--- config.mk ---
export PLATFORM = sky130hd
export DESIGN_NAME = mux_rr_n_1
export DESIGN_NICKNAME = d
export VERILOG_FILES = /design/src/rtl/mux_rr_n_1.sv
export SDC_FILE = /design/constraint.sdc
export NUM_CORES = 1
export LEC_CHECK = 0
export CORE_AREA = 2 2 66 49
export DETAILED_ROUTE_END_ITERATION = 6
export DIE_AREA = 0 0 68 51
export MAX_ROUTING_LAYER = met4
export PLACE_DENSITY = 0.79
export SYNTH_ARGS = -nofsm -noshare
export SYNTH_HDL_FRONTEND = slang
export SYNTH_SLANG_ARGS = --single-unit
--- constraint.sdc ---
create_clock -name clk -period 2.35 [get_ports clk]
set_clock_uncertainty 0.15 [all_clocks]
set_input_delay 0.47 -clock clk [delete_from_list [all_inputs] [get_ports clk]]
set_output_delay 0.47 -clock clk [all_outputs]
set_load 0.01 [all_outputs]
--- src/rtl/mux_rr_n_1.sv ---
// N:1 valid/ready mux with manual or round-robin channel choice; one registered output stage (1 cycle latency).
// Output stalls hold the word and deassert every in_ready; a drain and a new grant share one edge, so there are no bubbles.
module mux_rr_n_1 #(
  parameter  int NUM_CH = 4,
  parameter  int DATA_W = 8,
  localparam int SEL_W  = $clog2(NUM_CH)
) (
  input  logic                     clk,
  input  logic                     rst_n,
  input  logic [NUM_CH*DATA_W-1:0] in_data,
  input  logic [NUM_CH-1:0]        in_valid,
  output logic [NUM_CH-1:0]        in_ready,
  input  logic                     mode,
  input  logic [SEL_W-1:0]         sel,
  output logic [DATA_W-1:0]        out_data,
  output logic [SEL_W-1:0]         out_ch,
  output logic                     out_valid,
  input  logic                     out_ready
);

  logic [DATA_W-1:0] out_data_q, out_data_d;
  logic [SEL_W-1:0]  out_ch_q, out_ch_d;
  logic              out_valid_q, out_valid_d;
  logic [SEL_W-1:0]  rr_ptr_q, rr_ptr_d;

  logic              load_en;
  logic              grant;
  logic [SEL_W-1:0]  chosen;
  logic [SEL_W-1:0]  idx;
  logic [DATA_W-1:0] chosen_word;

  always_comb begin
    load_en = !out_valid_q || out_ready;
    grant   = 1'b0;
    chosen  = '0;
    idx     = '0;
    if (!mode) begin
      // An out-of-range sel matches no channel, so it never grants.
      chosen = sel;
      for (int i = 0; i < NUM_CH; i++) begin
        if (sel == SEL_W'(i)) grant = in_valid[i];
      end
    end else begin
      // Scan farthest offset first so the nearest valid after rr_ptr wins.
      for (int k = NUM_CH; k >= 1; k--) begin
        idx = SEL_W'((int'(rr_ptr_q) + k) % NUM_CH);
        if (in_valid[idx]) begin
          chosen = idx;
          grant  = 1'b1;
        end
      end
    end
  end

  always_comb begin
    chosen_word = '0;
    in_ready    = '0;
    for (int i = 0; i < NUM_CH; i++) begin
      if (chosen == SEL_W'(i)) chosen_word = in_data[i*DATA_W +: DATA_W];
      in_ready[i] = rst_n && load_en && grant && (chosen == SEL_W'(i));
    end
  end

  always_comb begin
    out_data_d  = out_data_q;
    out_ch_d    = out_ch_q;
    out_valid_d = out_valid_q;
    rr_ptr_d    = rr_ptr_q;
    if (load_en) begin
      if (grant) begin
        out_data_d  = chosen_word;
        out_ch_d    = chosen;
        out_valid_d = 1'b1;
        if (mode) rr_ptr_d = chosen;
      end else begin
        out_valid_d = 1'b0;
      end
    end
  end

  always_ff @(posedge clk) begin
    if (!rst_n) begin
      out_data_q  <= '0;
      out_ch_q    <= '0;
      out_valid_q <= 1'b0;
      rr_ptr_q    <= SEL_W'(NUM_CH - 1);
    end else begin
      out_data_q  <= out_data_d;
      out_ch_q    <= out_ch_d;
      out_valid_q <= out_valid_d;
      rr_ptr_q    <= rr_ptr_d;
    end
  end

  assign out_data  = out_data_q;
  assign out_ch    = out_ch_q;
  assign out_valid = out_valid_q;

endmodule

== Word level (Yosys, flattened, before mapping) ==
Index checks and enable logic that the tools add are counted.

* Register bits: 13
* Output and inout bits: 15

* Add/subtract/negate cells: 4
* Order comparisons: 4
* Equality and inequality tests: 6
* Multiplexer cells: 27
* Reduce and logical (&&, ||, !) cells: 12

{| class="wikitable"
|+ Operators by type and width
! kind !! number
|-
| 8-bit 2-to-1 mux || 4
|-
| 1-bit 2-to-1 mux || 14
|-
| 2-bit by 3-bit less-than comparator with 1-bit output (second input constant) || 4
|-
| 2-bit 2-to-1 mux || 5
|-
| 1-bit binary-select mux with 2-bit select || 4
|-
| 2-bit == test (second input constant) || 4
|-
| 1-bit logical AND || 6
|-
| 2-bit by 1-bit adder with 2-bit output (second input constant) || 2
|-
| 2-bit adder (second input constant) || 2
|-
| 2-bit by 1-bit == test with 1-bit output (second input constant) || 2
|-
| 2-bit zero test || 2
|-
| 3-bit AND reduction || 1
|-
| 2-bit AND reduction || 1
|-
| 1-bit zero test || 1
|-
| 1-bit logical OR || 1
|}

== Logic depth before layout (Yosys ltp) ==
* Depth in word-level cells: 13
* Gate-level depth with buffers: 9
* Depth with buffers taken out: 6

== Worst setup path before layout ==
OpenSTA, ideal clock, no wires.

* Path type: input-to-output
* From: in in_valid[1]
* To: out in_ready[0]
* Data arrival time: 1.643 ns
* Required time: 1.730 ns
* Slack: 0.087 ns
* Stages: 7
* Cell sequence: buf_6 -> or4_4 -> mux2i_2 -> a21oi_2 -> nand2_4 -> buf_12 -> nor3_1

* Word-level cells in the longest chain between the ends: 9

{| class="wikitable"
|+ RTL lines
! item !! RTL line !! text
|-
| start, declared || 11 || <nowiki>input logic [NUM_CH-1:0] in_valid,</nowiki>
|-
| 1-bit binary-select mux with 2-bit select || 47 || <nowiki>if (in_valid[idx]) begin</nowiki>
|-
| 1-bit 2-to-1 mux (not written as such) || 47 ||
|-
| 2-bit 2-to-1 mux / 1-bit 2-to-1 mux (equally long branches) (4 in series) || 47 ||
|-
| 2-bit 2-to-1 mux / 1-bit 2-to-1 mux (equally long branches) || 37 || <nowiki>if (!mode) begin</nowiki>
|-
| 2-bit zero test / 1-bit logical AND (equally long branches) || 60 || <nowiki>in_ready[i] = rst_n && load_en && grant && (chosen == SEL_W'(i));</nowiki>
|-
| 1-bit logical AND * || 60 ||
|-
| end, declared || 12 || <nowiki>output logic [NUM_CH-1:0] in_ready,</nowiki>
|}

Every way passes the cells marked *; elsewhere a longest branch is shown, timed or not. The select of a mux whose other input is x is not followed.

== Worst setup path in the final report ==
* From: in in_valid[3]
* To: out in_ready[2]

* Word-level cells in the longest chain between the ends: 9

{| class="wikitable"
|+ RTL lines
! item !! RTL line
|-
| 1-bit binary-select mux with 2-bit select || 47
|-
| 1-bit 2-to-1 mux (not written as such) || 47
|-
| 2-bit 2-to-1 mux / 1-bit 2-to-1 mux (equally long branches) (4 in series) || 47
|-
| 2-bit 2-to-1 mux / 1-bit 2-to-1 mux (equally long branches) || 37
|-
| 2-bit == test / 1-bit logical AND (equally long branches) || 60
|-
| 1-bit logical AND * || 60
|}

Marks and branches as above.

==> results.tsv <==
metric	value	unit
DR vias	1211	
Nets	235	
vias per cell	5.27	
routed wire length	3650	um
CP cell instances	buf_8, buf_6, mux4_2, mux2i_4, a21oi_2, nand2_4, nor3_2, buf_2	
Placer Congestion	0.896	
Syn Std Cell Area	1040	um2
CTS hold repair buffers	0	
DRC	0	
Die Ht	51	um
FP Rows	17	
CP max stage cell	mux4_2	
gr usage total	21.2	%
CP Data Arrival Time	1.75	ns
Placed Cells	219	
number of global-route vias before repair	1205	
Area Overhead vs Synth	78.1	%
post-route total power	868	uW
final period utilization	101	%
CTS tree	done	
first-pass GRT wire length	5350	um
Area after DPL	1720	um2
Final WS setup	-0.0247	ns
Sinks on Clock Net	13	
Final ANT Viol Nets	0	
leakage	0.818	nW
worst-case clock buffer depth	2	
post-route cell area	1850	um2
PortBufs	56	
Startpoint Class	input pin	
commonest non-fill, non-tap cells in the layout	45 x clkdlybuf4s50_1, 28 x buf_4, 19 x mux2i_1	
Synthesized Nets	152	
Slew @ Worst Pin	0.422	ns
Reg area	262	um2
register area share after synthesis	25.1	%
pin count of the biggest net entering global routing	11	
Max Freq	421	MHz
hold crit path type	reg2reg	
Max-slew headroom	71.5	%
global route overflow	0	
commonest non-fill, non-tap cell in the layout	clkdlybuf4s50_1	
CP Capture Type	output port	
CTS buffer count	3	
initial antenna violation count	0	
final setup fails	4	
Worst Setup Path Type	in2out	
diode count	0	
CTS Root Cell	clkbuf_8	
Worst-path clk slew	0.06	ns
hold_ws	0.331	ns
RSZ-0062 raised after global routing	yes	
final std cells w/o fill	230	
crit path max fanout	6	
min Tclk post-route	2.37	ns
Netlist cell types	39	
width of the die	68	um
First-pass DRT Iterations	4	
Hold Vio Cnt, Final	0	
layout cells sized above 1	32.3	%
Yosys warnings	0	
starting DRC count in detailed routing	21	
P per Cell Area	469	nW/um2
status	finished, violations left	
detailed placement HPWL	2570	um
I/O pin cnt	57	
Largest stage delay, worst path	0.50	ns
max-slew violations	0	
CP Data Required Time	1.73	ns
Worst-Skew Late Latency	0.24	ns
synthesized netlist cell count	110	
Core Area	2940	um2
Multi-input gate area	718	um2
Wirelength per Cell	15.9	um
synthesized flop and latch total	13	
initial core utilization	35.4	%
max-cap viol count	0	
Fill cells	247	
IR drop worst, VDD	0.386	mV
DP Worst Slack	-0.895	ns
Mean Syn Cell Area	9.44	um2
htree depth	1	
failing checks	setup timing	
die area	3470	um2
==> through the flow <==
step                      util [%]  setup TNS (ns)
after global placement        58.7           -6.93
final                         63.0         -0.0540
after global routing          63.0          -0.185
after detailed placement      58.7           -7.53
after CTS                     61.9          -0.279
after floorplan                  -               0
==> layout make-up <==
| type | count | area share [%] |
|---|---|---|
| repair buffers | 87 | 41.6 |
| multi-input cells | 86 | 38.8 |
| flip-flops and latches | 13 | 14.1 |
| well taps | 38 | 2.57 |
| clock buffers | 4 | 2.44 |
| inverters | 2 | 0.406 |
==> flip-flops by register name, indices dropped and copies added (netlist names) <==
register and count:
out_ch 2, out_data 8, out_valid 1, rr_ptr_q 2
==> kinds of logic after synthesis <==
family                 after synthesis  share of synthesized area, %
and+or+nand+nor                     33                          18.3
AOI/OAI and AO/OA                   32                          23.9
buffers and inverters               11                          10.6
DFF                                 13                          25.1
muxes                               21                          22.2
==> routing by layer <==
layer | GRT usage, % | vias up | wire length (um)
met5 | - | - | 0
met4 | 7.67 | 0 | 52
met3 | 3.74 | 8 | 242
met2 | 35.8 | 60 | 1790
met1 | 25.3 | 569 | 1560
li1 | - | 574 | -
==> Yosys cell counts <==
cell type / number / area share [%]
nor2_1: 2 / 0.72
nand2_1: 12 / 4.3
o221ai_1: 1 / 0.84
mux2i_1: 19 / 18
nand2b_4: 1 / 1.3
mux2i_2: 1 / 1.3
a21oi_2: 1 / 0.84
nor3_1: 5 / 2.4
clkbuf_2: 1 / 0.48
o22a_1: 1 / 0.84
o211a_1: 1 / 0.96
dfxtp_1: 13 / 25
buf_6: 4 / 4.3
inv_1: 2 / 0.72
nand2_4: 1 / 1.1
nand2b_1: 2 / 1.2
or4_4: 1 / 1.1
and3b_1: 1 / 0.84
o211ai_1: 1 / 0.72
a22o_2: 1 / 0.96
buf_4: 1 / 0.72
o311ai_0: 1 / 0.84
nand3_1: 1 / 0.48
o22ai_2: 1 / 1.2
nand4_1: 1 / 0.60
a21oi_1: 11 / 5.3
o21bai_1: 1 / 0.72
o31ai_1: 1 / 0.72
o21ai_0: 1 / 0.48
mux4_1: 1 / 2.5
a22o_1: 7 / 5.9
nor2b_1: 3 / 1.8
or2b_1: 1 / 0.72
and3b_2: 1 / 0.96
a21boi_0: 2 / 1.4
buf_2: 1 / 0.48
and3_2: 1 / 0.72
o31ai_4: 1 / 2.0
buf_12: 2 / 3.9
==> repair_timing <==
action                     in CTS  in global routing
resized for setup              49                 10
setup buffers                   5                  2
setup endpoints to repair      12                  9
hold endpoints to repair        0                  0
cloned                          0                  0
pin swaps                       7                  6
==> worst paths after layout <==
path / end / slack (ns) / depth (start not counted) / start
max: in_ready[2] / -0.02 / 8 / in_valid[3]
min: out_data[6] / 0.33 / 1 / out_data[6]
max reg2reg: out_data[3] / 0.09 / 8 / rr_ptr_q[1]
min reg2reg: out_data[6] / 0.33 / 1 / out_data[6]
==> power breakdown <==
part / internal (mW) / switching [mW]
clock network: 0.120 / 0.0788
logic: 0.233 / 0.168
registers: 0.249 / 0.0193
==> worst max-delay path: cells and delay by family <==
family | cells | cell delay (ns)
AOI/OAI and AO/OA | 1 | 0.07
buffers and inverters | 3 | 0.36
muxes | 2 | 0.67
and+or+nand+nor | 2 | 0.19
No activity file was read; power rests on OpenSTA's default activity.
